==> config.mk <==
export PLATFORM = sky130hd
export DESIGN_NAME = expr_arbiter
export DESIGN_NICKNAME = d
export VERILOG_FILES = /design/src/rtl/expr_pkg.sv /design/src/rtl/expr_check_core.sv /design/src/rtl/expr_arbiter.sv
export SDC_FILE = /design/constraint.sdc
export NUM_CORES = 1
export LEC_CHECK = 0
export ABC_AREA = 1
export CORE_UTILIZATION = 40
export CTS_CLUSTER_SIZE = 16
export DETAILED_ROUTE_END_ITERATION = 8
export PLACE_DENSITY = 0.65
export SYNTH_ARGS = -nofsm -noshare
export SYNTH_HDL_FRONTEND = slang
export SYNTH_SLANG_ARGS = --single-unit
==> constraint.sdc <==
create_clock -name clk -period 3.5 [get_ports clk]
set_clock_uncertainty 0.15 [all_clocks]
set_input_delay 0.7 -clock clk [delete_from_list [all_inputs] [get_ports clk]]
set_output_delay 0.7 -clock clk [all_outputs]
set_load 0.02 [all_outputs]
==> src/rtl/expr_pkg.sv <==
// Shared types and constants for the expression arbiter and its checker core.
package expr_pkg;

  // Checker core states; encodings are fixed so they stay stable across the slice.
  typedef enum logic [1:0] {
    EMPTY = 2'b00,
    RIGHT = 2'b01,
    ERROR = 2'b10,
    SIGN  = 2'b11
  } chk_state_t;

  // Controller states.
  typedef enum logic [1:0] {
    IDLE,
    STREAM,
    REPORT
  } ctl_state_t;

  localparam logic [7:0] TERM_DEF = 8'h3B;  // ';'
  localparam logic [7:0] CH_PLUS  = 8'h2B;  // '+'
  localparam logic [7:0] CH_STAR  = 8'h2A;  // '*'
  localparam logic [7:0] CH_0     = 8'h30;  // '0'
  localparam logic [7:0] CH_9     = 8'h39;  // '9'

endpackage

==> src/rtl/expr_check_core.sv <==
// Four-state single-digit infix checker: digit (op digit)* is accepted.
module expr_check_core
  import expr_pkg::*;
(
  input  logic       clk,
  input  logic       clr,
  input  logic       start,
  input  logic       feed,
  input  logic [7:0] data,
  output logic       accept
);

  chk_state_t state;
  chk_state_t state_n;
  logic       is_digit;
  logic       is_op;

  // Next-state rule; only a fed byte moves the checker, ERROR is sticky.
  always_comb begin
    is_digit = (data >= CH_0) && (data <= CH_9);
    is_op    = (data == CH_PLUS) || (data == CH_STAR);
    state_n  = state;
    if (feed) begin
      case (state)
        EMPTY, SIGN: state_n = is_digit ? RIGHT : ERROR;
        RIGHT:       state_n = is_op ? SIGN : ERROR;
        default:     state_n = ERROR;
      endcase
    end
  end

  // State register; reset and start both return the checker to EMPTY.
  always_ff @(posedge clk) begin
    if (clr || start) state <= EMPTY;
    else              state <= state_n;
  end

  assign accept = (state == RIGHT);

endmodule

==> src/rtl/expr_arbiter.sv <==
// Round-robin framing arbiter sharing one expression checker between two byte streams.
module expr_arbiter
  import expr_pkg::*;
#(
  parameter logic [7:0]  TERM  = TERM_DEF,
  parameter int unsigned LEN_W = 5
) (
  input  logic             clk,
  input  logic             clr,
  input  logic             req0_valid,
  input  logic [7:0]       req0_data,
  output logic             req0_ready,
  input  logic             req1_valid,
  input  logic [7:0]       req1_data,
  output logic             req1_ready,
  output logic             res_valid,
  output logic             res_ok,
  output logic             res_src,
  output logic [LEN_W-1:0] res_len,
  input  logic             res_ready
);

  localparam logic [LEN_W-1:0] LEN_MAX = '1;

  ctl_state_t       state;
  ctl_state_t       state_n;
  logic             src;
  logic             grant_n;
  logic             last_src;
  logic [LEN_W-1:0] len;
  logic             ovf;
  logic             start;
  logic             feed;
  logic             term_hs;
  logic             hs;
  logic [7:0]       cur;
  logic             accept;

  expr_check_core u_core (
    .clk    (clk),
    .clr    (clr),
    .start  (start),
    .feed   (feed),
    .data   (cur),
    .accept (accept)
  );

  // Controller: grant, stream routing and result presentation.
  always_comb begin
    state_n    = state;
    grant_n    = src;
    start      = 1'b0;
    feed       = 1'b0;
    term_hs    = 1'b0;
    req0_ready = 1'b0;
    req1_ready = 1'b0;
    res_valid  = 1'b0;
    hs         = src ? req1_valid : req0_valid;
    cur        = src ? req1_data : req0_data;
    case (state)
      IDLE: begin
        if (req0_valid || req1_valid) begin
          start   = 1'b1;
          grant_n = (req0_valid && req1_valid) ? ~last_src : req1_valid;
          state_n = STREAM;
        end
      end
      STREAM: begin
        req0_ready = ~src;
        req1_ready = src;
        if (hs) begin
          if (cur == TERM) begin
            term_hs = 1'b1;
            state_n = REPORT;
          end else begin
            feed = 1'b1;
          end
        end
      end
      REPORT: begin
        res_valid = 1'b1;
        if (res_ready) state_n = IDLE;
      end
      default: state_n = IDLE;
    endcase
  end

  // Registered controller state, length/overflow tracking and captured result.
  always_ff @(posedge clk) begin
    if (clr) begin
      state    <= IDLE;
      src      <= 1'b0;
      last_src <= 1'b1;
      len      <= '0;
      ovf      <= 1'b0;
      res_ok   <= 1'b0;
      res_src  <= 1'b0;
      res_len  <= '0;
    end else begin
      state <= state_n;
      if (start) begin
        src <= grant_n;
        len <= '0;
        ovf <= 1'b0;
      end
      if (feed) begin
        if (len == LEN_MAX) ovf <= 1'b1;
        else                len <= len + 1'b1;
      end
      if (term_hs) begin
        res_ok  <= accept & ~ovf;
        res_src <= src;
        res_len <= len;
      end
      if (state == REPORT && res_ready) last_src <= src;
    end
  end

endmodule
# Word level (Yosys, flattened, before mapping)

Cells that the tools add are included.

Logic and storage cells: 67
Output and inout port bits: 10
RAM bits: 0
Memories kept: 0
Flip-flop bits (word level): 19
Latch bits: 0
Bits in read-only memories: 0

Divide/modulo/power cells: 0
Reductions and logical operators: 11
Equal/unequal tests: 12
Add/subtract/negate cells: 1
$mul: 0
Multiplexer cells: 28
$lt $le $gt $ge: 2
Bitwise operators: 4
Shift-type cells: 0

Operator list:

| kind                                                                   | count |
|---|---|
| 8-bit by 6-bit == test with 1-bit output (second input constant)       | 3 |
| 1-bit two-way mux                                                      | 17 |
| 5-bit two-way mux                                                      | 3 |
| 2-bit two-way mux                                                      | 5 |
| 8-bit by 6-bit >= comparator with 1-bit output (second input constant) | 1 |
| 8-bit by 6-bit <= comparator with 1-bit output (second input constant) | 1 |
| 8-bit two-way mux                                                      | 1 |
| 2-bit inequality test (second input constant)                          | 4 |
| 2-bit one-hot mux with 3 select lines                                  | 1 |
| 5-bit by 1-bit adder with 5-bit output (second input constant)         | 1 |
| 5-bit == test (second input constant)                                  | 1 |
| 2-bit by 1-bit == test with 1-bit output (second input constant)       | 2 |
| 2-bit == test (second input constant)                                  | 2 |
| 2-bit logical NOT                                                      | 2 |
| 2-bit one-hot mux with 2 select lines                                  | 1 |
| 4-bit AND reduction                                                    | 1 |
| 1-bit logical AND                                                      | 3 |
| 1-bit logical OR                                                       | 3 |
| 1-bit inverter                                                         | 3 |
| 3-bit AND reduction                                                    | 1 |
| 2-bit OR reduction                                                     | 1 |
| 1-bit bitwise AND                                                      | 1 |

# Depth between registers and ports, before layout

Gate-level depths: netlist of run 1.

Depth after elaboration: 6
Depth in mapped cells: 11
Gate-level depth less buffers: 11

# Cells and area by module

From an unflattened synthesis of run 1, not the netlist that was laid out.

Cells, all modules: 218
Area, all modules: 1,291.2 µm²

Modules (own cells, without submodules):

| module          | sequential area each (µm²) | cells each | times used | area an instance (µm²) |
|---|---|---|---|---|
| expr_arbiter    | 340.3                      | 184        | 1          | 1,088.5 |
| expr_check_core | 40.0                       | 34         | 1          | 202.7 |

# Worst setup path before layout of run 1

Ideal clock, no wire load.

Path type: in2reg
Start: input req0_valid
End: register len[0]
Cell stages on the path: 8
Data required time: 3.279 ns
Data arrival time: 1.580 ns
Setup time: 0.071 ns
Setup slack: 1.699 ns
Path through: or2_2 -> nand2_1 -> inv_1 -> nor2_1 -> nand2_1 -> o21ai_0 -> nand2_1 -> a21oi_1

Longest elaborated chain between the ends: 6
Elaborated cells on any way between the ends: 9
Those cells by class: 8 x mux; 1 x reduce/logical

Ends and longest elaborated chain:

| item                  | line                | source |
|---|---|---|
| from (decl)           | expr_arbiter.sv:10  | `input logic req0_valid,` |
| 1-bit logical OR      | expr_arbiter.sv:62  | `if (req0_valid \|\| req1_valid) begin` |
| 1-bit two-way mux     | expr_arbiter.sv:62  |  |
| 1-bit two-way mux     | expr_arbiter.sv:60  | `case (state)` |
| 5-bit two-way mux     | expr_arbiter.sv:101 | `if (start) begin` |
| 5-bit two-way mux     | expr_arbiter.sv:107 | `if (len == LEN_MAX) ovf <= 1'b1;` |
| 5-bit two-way mux (*) | expr_arbiter.sv:106 | `if (feed) begin` |
| to (signal assigned)  | expr_arbiter.sv:108 | `else len <= len + 1'b1;` |
| to (decl)             | expr_arbiter.sv:30  | `logic [LEN_W-1:0] len;` |

Every way passes the cells marked *; elsewhere a longest branch is shown, timed or not.
A chain may end at the register's enable or synchronous reset.

# Worst setup path in the final report of run 1

Start: register src
End: output req1_ready

Longest elaborated chain between the ends: 1

Ends and longest elaborated chain:

| item                   | line                | source |
|---|---|---|
| from (decl)            | expr_arbiter.sv:27  | `logic src;` |
| from (signal assigned) | expr_arbiter.sv:102 | `src <= grant_n;` |
| 1-bit two-way mux      | expr_arbiter.sv:60  |  |
| to (decl)              | expr_arbiter.sv:15  | `output logic req1_ready,` |

Every way passes these cells.

==> results of run 1 <==
worst register-to-register path: stages (launching register included):
cell and delay [ns]:
dfxtp_1 0.67, inv_2 0.20, nand2_1 0.12, nand2_2 0.07, nand2_4 0.10, nor2_8 0.05
nand2_2 0.10, nand3_4 0.13, inv_2 0.15, nand2_1 0.07, a21oi_1 0.13
cell usage after synthesis, drive strengths merged:
| cell type | count |
|---|---|
| a21oi | 16 |
| a31oi | 1 |
| and3 | 1 |
| buf | 1 |
| clkbuf | 2 |
| clkinv | 2 |
| dfxtp | 19 |
| ha | 4 |
| inv | 28 |
| nand2 | 69 |
| nand3 | 8 |
| nand4 | 4 |
| nor2 | 22 |
| o211ai | 1 |
| o21ai | 8 |
| o31ai | 1 |
| or2 | 1 |
| xnor2 | 1 |
sequential cells by signal, summed over array words and instances, names as in the netlist:
signal	flops
u_core.state	2
len	5
ovf	1
src	1
res_len	5
res_src	1
state	2
last_src	1
res_ok	1
worst min path at each step:
| stage | to | startpoint | slack, ns | cells after the start |
|---|---|---|---|---|
| floorplan | ovf | ovf | 0.28 | 2 |
| global placement | ovf | ovf | 0.29 | 2 |
| detailed placement | res_len[0] | res_len[0] | 0.31 | 2 |
| CTS | res_len[0] | res_len[0] | 0.32 | 2 |
| global route | res_len[2] | res_len[2] | 0.35 | 2 |
| finish | res_ok | res_ok | 0.32 | 2 |
stage by stage:
stage	setup slack [ns]	cell area (µm²)	hold WS (ns)	power (mW)	utilization, %
3_5_place_dp	1.06	1540	0.307	0.364	54.3
6_report	0.738	1560	0.320	0.471	55.2
5_1_grt	0.590	1560	0.355	0.496	55.2
4_1_cts	0.716	1560	0.323	0.475	55.2
2_1_floorplan	1.70	1220	0.279	0.320	-
3_3_place_gp	1.08	1540	0.292	0.361	54.3
area by class of cell:
type | instances | area [µm²]
inverter | 30 | 118
tap | 31 | 38.8
clock buffer | 4 | 26.3
fill | 280 | 1270
timing repair buffer | 30 | 300
multi-input combinational | 137 | 698
sequential | 19 | 380
layer usage:
metal | wire [µm] | global-route usage (%) | vias to the layer above
li1 | - | - | 650
met1 | 1360 | 24.0 | 540
met2 | 1170 | 28.6 | 31
met3 | 138 | 4.76 | 4
met4 | 24 | 3.83 | 0
met5 | 0 | 0 | -
power groups by stage:
stage	sequential (mW)	clock, mW	combinational (mW)
floorplan	0.233	0	0.0865
global placement	0.238	0	0.123
detailed placement	0.238	0	0.126
CTS	0.233	0.115	0.127
global route	0.234	0.121	0.140
finish	0.233	0.112	0.126
cells by family (layout without fill, tap and decap cells):
family	count (synthesis)	in the layout	share of synthesized area [%]
compound gates	27	27	12.2
xor+xnor	1	1	0.715
fa+ha+maj	4	4	4.09
buf+inv	33	64	12.0
flops	19	19	31.1
simple gates	105	105	40.0
==> summary.txt, run 1 <==
Crit. End Element - output pin
FF-to-FF Start - src
syn_nets - 214
final setup vio count - 0
final non-filler cell total - 251
net switching power - 152 µW
Reg power frac - 49.5%
worst reg-to-reg path cell count - 10
Slew headroom - 57.0%
Leak - 0.675 nW
Crit path required time - 2.65 ns
Worst setup SP type - flip-flop
site row count - 19
drt via density - 4.88
num ports - 31
Synth top area share - 31.1%
Final ANT Viol Nets - 0
Post-Syn Area per Cell - 6.48 µm²
I/O Buffers - 30
RSZ-0062 raised after global routing - false
max incr delay on CP - 0.67 ns
switch share - 32.2%
yosys warns - 0
endpoints failing hold - 0
mapped cell area - 0.00122 mm²
Seq/Total Area, Yosys - 31.1%
Total GRT Usage - 17.8%
Syn Inst Count - 189
DRC Markers - 2
Internal - 319 µW
full die area - 0.00329 mm²
share of cells above drive strength 1 - 8.64%
fin crit period - 2.76 ns
hold_buf cts - 0
synth top area cells - dfxtp_1 (31%), nand2_1 (20%), inv_1 (8.0%)
Die H - 57.3 µm
PwrDens - 302 mW/mm²
critical path capture point - req1_ready
via count - 1225
Crit path arrival time - 1.91 ns
Hold Path Class - flip-flop to flip-flop
commonest non-fill, non-tap cell in the layout - nand2_1
# clock sinks - 19
Slew @ Worst Pin - 0.644 ns
count of TritonRoute iterations in the first routing pass - 6
CORE AREA - 0.00283 mm²
H-tree levels - 1
per-cell routed wire length - 10.7 µm
worst path bufs/invs - 2
first-pass GRT wire length - 4600 µm
# diodes - 0
slowest CP cell - dfxtp_1
clock network fraction of total power - 23.8%
clock-pin slew on the worst setup and hold paths - 0.11 ns
CP Launch Point - src
CTS tree - yes
Detail Placement HPWL - 2120 µm
Max IR drop VDD - 0.195 mV
largest net degree at the start of global routing - 18
dpl cells - 247
reported max-cap violation count - 0
total CTS buffers - 3
initial DRC count - 54
logic depth of the worst path, buffers included - 3
Max Slew Vio Count - 0
routability cong. - 0.916
Netlist cell types - 31
Tcrit/Tclk final - 78.9%
worst reg2reg endpoint - len[0]
final wirelength - 2700 µm
Crit path max-delay family - buffers and inverters
gr ovfl total - 0
CP Cell Sequence - inv_2, nor2_1, clkdlybuf4s50_1
critical path class - flip-flop to output pin
nets - 246
Setup Fix Bufs, Post-CTS - 0
initial antenna violation count - 0
Root Buffer - clkbuf_4
outcome - complete, but fails checks
Die Width - 57.3 µm
Clock Path Buffers - 2
initial core utilization - 43.3%
number of global-route vias before repair - 1089
Gate power share - 26.8%
synth-to-layout area growth - 27.5%
Max FO, Critical Path - 14
most frequent cells in the layout - nand2_1 (64), clkdlybuf4s50_1 (30), inv_1 (26)
R2R Setup Slk - 1.49 ns
Yosys top cell by area - dfxtp_1
Synth Register Bits - 19
clock latency at the later pin of the worst-skew pair - 0.30 ns
failing checks - design-rule violations
post_cts resized - 0
Max Fclk - 362 MHz
total negative slack - 0 ns
(Power assumes the default switching activity.)
==> inputs of run 2 (changes only) <==
==> constraint.sdc (replaced) <==
create_clock -name clk -period 2.9 [get_ports clk]
set_clock_uncertainty 0.15 [all_clocks]
set_input_delay 0.58 -clock clk [delete_from_list [all_inputs] [get_ports clk]]
set_output_delay 0.58 -clock clk [all_outputs]
set_load 0.02 [all_outputs]
==> summary.txt, run 2 (same netlist as run 1, synthesis figures left out) <==
commonest non-fill, non-tap cell in the layout - nand2_1
synth-to-layout area growth - 28.2%
reported max-cap violation count - 0
CP Cell Sequence - inv_2, nor2_1, clkdlybuf4s50_1
Slew headroom - 68.8%
max incr delay on CP - 0.63 ns
pre-CTS setup slack - 0.583 ns
Crit path arrival time - 1.85 ns
Root Buffer - clkbuf_4
per-cell routed wire length - 11.0 µm
final wirelength - 2780 µm
biggest regs - len x5, res_len x5
via count - 1243
top sig layer - met4
Max Fclk - 387 MHz
count of TritonRoute iterations in the first routing pass - 6
routability cong. - 0.849
clock latency at the later pin of the worst-skew pair - 0.31 ns
initial DRC count - 46
Crit path required time - 2.17 ns
Internal - 384 µW
site row count - 19
Detail Placement HPWL - 2200 µm
CORE AREA - 0.00283 mm²
clock-pin slew on the worst setup and hold paths - 0.11 ns
Worst setup SP type - flip-flop
post_cts resized - 0
Worst Hold Path EP - res_len[2]
worst reg2reg endpoint - u_core.state[1]
Slew @ Worst Pin - 0.468 ns
Met2 Routed Length - 1300 µm
initial core utilization - 43.3%
outcome - complete, but fails checks
Setup Fix Bufs, Post-CTS - 0
DRC Markers - 2
slowest CP cell - dfxtp_1
Tcrit/Tclk final - 89.1%
Max FO, Critical Path - 14
nets - 247
Final ANT Viol Nets - 0
Crit. End Element - output pin
num ports - 31
post-place instance area - 0.00154 mm²
gr ovfl total - 0
failing checks - design-rule violations
net switching power - 190 µW
Reg power frac - 48.9%
Hold Path Origin - res_len[2]
full die area - 0.00329 mm²
RSZ-0062 raised after global routing - false
largest net degree at the start of global routing - 15
drt via density - 4.93
first-pass GRT wire length - 4780 µm
overall power - 575 µW
hold_buf cts - 0
FF-to-FF Start - src
Leak - 0.682 nW
endpoints failing hold - 0
final worst slack - 0.317 ns
R2R Setup Slk - 0.97 ns
total CTS buffers - 3
Clock Path Buffers - 2
share of cells above drive strength 1 - 9.50%
fillers - 295
clock network fraction of total power - 24.3%
fin crit period - 2.58 ns
post-route cell area - 0.00157 mm²
I/O Buffers - 30
H-tree levels - 1
final setup vio count - 0
switch share - 33.1%
critical path class - flip-flop to output pin
Gate power share - 26.8%
total negative slack - 0 ns
Post-Route M1 WL - 1280 µm
Max IR drop VDD - 0.277 mV
Max Slew Vio Count - 0
number of global-route vias before repair - 1146
Total GRT Usage - 18.5%
hold path cells - 2
PwrDens - 366 mW/mm²
most frequent cells in the layout - nand2_1 (64), clkdlybuf4s50_1 (30), inv_1 (26)
CTS tree - yes
initial antenna violation count - 0
Die Width - 57.3 µm
Crit path max-delay family - buffers and inverters
Die H - 57.3 µm
Hold Path Class - flip-flop to flip-flop
# clock sinks - 19
worst path bufs/invs - 2
# diodes - 0
worst reg-to-reg path cell count - 9
routed length on met3 - 178 µm
==> run 2: routing by layer <==
metal	vias up	GRT usage (%)
met3	2	4.99
met1	554	23.5
li1	659	-
met5	-	0
met2	28	31.2
met4	0	4.18
==> run 2: layout make-up <==
| cell class | count | area, µm² | area share, % |
|---|---|---|---|
| clock buffers | 3 | 22.5 | 1.43 |
| clock inverters | 1 | 5.00 | 0.319 |
| inverters | 30 | 118 | 7.49 |
| multi-input cells | 137 | 698 | 44.5 |
| flip-flops and latches | 19 | 380 | 24.2 |
| well taps | 31 | 38.8 | 2.47 |
| repair buffers | 31 | 308 | 19.6 |
==> run 2: worst max path at each step <==
stage | start | depth (start not counted) | end | slack (ns)
3_3_place_gp | req0_valid | 9 | len[0] | 0.64
3_5_place_dp | req0_valid | 9 | len[0] | 0.58
4_1_cts | src | 3 | req1_ready | 0.30
6_report | src | 3 | req1_ready | 0.32
5_1_grt | src | 3 | req1_ready | 0.19
2_1_floorplan | len[0] | 9 | len[3] | 1.19
==> run 2: power by group through the flow <==
stage / registers (mW) / clock network [mW] / logic (mW)
after global routing: 0.283 / 0.155 / 0.173
final: 0.281 / 0.140 / 0.154
after floorplan: 0.282 / 0 / 0.104
after detailed placement: 0.287 / 0 / 0.154
after global placement: 0.286 / 0 / 0.151
after CTS: 0.281 / 0.146 / 0.155
==> run 2: metrics by stage <==
stage / hold WS, ns / cells / utilization, %
6_report: 0.319 / 252 / 55.5
2_1_floorplan: 0.279 / 189 / -
4_1_cts: 0.321 / 252 / 55.5
3_3_place_gp: 0.298 / 248 / 54.5
5_1_grt: 0.343 / 252 / 55.5
3_5_place_dp: 0.304 / 248 / 54.5
==> run 2: worst reg2reg max path: stages (launching register included) <==
cell	delay, ns
dfxtp_1	0.63
nand2_1	0.15
nand2_1	0.10
nand2_1	0.06
nor2_2	0.23
nand2_2	0.13
nand3_4	0.13
inv_2	0.08
o21ai_1	0.12
nor2_1	0.05
==> inputs of run 3 (changes only) <==
--- a/config.mk
+++ b/config.mk
@@ -6,10 +6,11 @@
 export NUM_CORES = 1
 export LEC_CHECK = 0
 export ABC_AREA = 1
-export CORE_UTILIZATION = 40
+export CORE_UTILIZATION = 48
 export CTS_CLUSTER_SIZE = 16
 export DETAILED_ROUTE_END_ITERATION = 8
-export PLACE_DENSITY = 0.65
+export PLACE_DENSITY = 0.76
+export SKIP_CTS_REPAIR_TIMING = 1
 export SYNTH_ARGS = -nofsm -noshare
 export SYNTH_HDL_FRONTEND = slang
 export SYNTH_SLANG_ARGS = --single-unit
==> summary.txt, run 3 (same netlist as run 1, synthesis figures left out) <==
Crit path required time - 2.17 ns
clock latency at the later pin of the worst-skew pair - 0.31 ns
# clock sinks - 19
Slew headroom - 67.2%
top sig layer - met4
gr ovfl total - 0
routed length on met3 - 132 µm
Max IR drop VDD - 0.310 mV
I/O Buffers - 30
number of global-route vias before repair - 1146
Tcrit/Tclk final - 85.4%
Final ANT Viol Nets - 0
Max Fclk - 404 MHz
commonest non-fill, non-tap cell in the layout - nand2_1
Worst setup SP type - flip-flop
CTS tree - yes
first-pass GRT wire length - 4760 µm
per-cell routed wire length - 10.9 µm
initial core utilization - 53.3%
count of TritonRoute iterations in the first routing pass - 6
clock-pin slew on the worst setup and hold paths - 0.11 ns
fillers - 215
Met2 Routed Length - 1250 µm
DRC Markers - 0
Detail Placement HPWL - 2170 µm
Crit. End Element - output pin
Hold Path Class - flip-flop to flip-flop
share of cells above drive strength 1 - 9.91%
CORE AREA - 0.00230 mm²
overall power - 573 µW
total CTS buffers - 3
H-tree levels - 1
initial antenna violation count - 0
largest net degree at the start of global routing - 13
Root Buffer - clkbuf_4
Clock Path Buffers - 2
most frequent cells in the layout - nand2_1 (64), clkdlybuf4s50_1 (30), inv_1 (26)
Crit path arrival time - 1.75 ns
endpoints failing hold - 0
RSZ-0062 raised after global routing - false
total negative slack - 0 ns
initial DRC count - 27
Final Util - 68.5%
Max Slew Vio Count - 0
biggest regs - len x5, res_len x5
# diodes - 0
Slew @ Worst Pin - 0.491 ns
Die Width - 52.5 µm
PwrDens - 364 mW/mm²
num ports - 31
via count - 1229
reported max-cap violation count - 0
final wirelength - 2720 µm
site row count - 17
routability cong. - 0.811
full die area - 0.00276 mm²
synth-to-layout area growth - 28.5%
final setup vio count - 0
Post-Route M1 WL - 1290 µm
Total GRT Usage - 23.4%
drt via density - 4.92
Max FO, Critical Path - 7
fin crit period - 2.48 ns
nets - 248
outcome - completed
Leak - 0.688 nW
critical path class - flip-flop to output pin
Die H - 52.5 µm
run 3: cell types whose count changed in the layout (fill, tap and decap cells not counted):
cell / change
buf_4: +1
run 3: final timing paths:
check                 from               to  slack, ns  depth (start not counted)
setup / recovery  state[0]       req1_ready       0.42                          5
hold / removal         ovf              ovf       0.32                          2
setup reg to reg       src  u_core.state[1]       0.98                         10
hold reg to reg        ovf              ovf       0.32                          2
run 3: final cells by class:
cell class / instances / area, µm² / area share (%)
well taps: 28 / 35.0 / 2.23
inverters: 30 / 118 / 7.47
multi-input cells: 137 / 698 / 44.4
clock inverters: 1 / 5.00 / 0.318
flip-flops and latches: 19 / 380 / 24.2
repair buffers: 32 / 315 / 20.0
clock buffers: 3 / 22.5 / 1.43
run 3: per-layer routing:
layer | up-vias | track usage (%)
met1 | 540 | 28.9
met2 | 29 | 38.6
met4 | 0 | 8.77
met5 | - | 0
li1 | 653 | -
met3 | 7 | 6.09
run 3: critical path, stage by stage, from the launching register on:
cell	delay, ns
dfxtp_1	0.37
inv_1	0.07
nor2_4	0.21
inv_1	0.09
nor2_1	0.09
clkdlybuf4s50_1	0.60
run 3: report_power, final:
group	switching, mW	internal, mW	total [mW]
Sequential	0.00981	0.269	0.279
Combinational	0.0904	0.0651	0.155
Clock	0.0868	0.0516	0.138
Total	0.187	0.386	0.573
run 3: per-stage QoR:
| step | instance area (µm²) | hold WS [ns] | std cells | setup WS, ns |
|---|---|---|---|---|
| after floorplan | 1220 | 0.279 | 189 | 1.19 |
| after global placement | 1550 | 0.294 | 246 | 0.678 |
| after detailed placement | 1550 | 0.298 | 246 | 0.608 |
| after CTS | 1570 | 0.326 | 250 | 0.406 |
| after global routing | 1570 | 0.348 | 250 | 0.280 |
| final | 1570 | 0.324 | 250 | 0.424 |
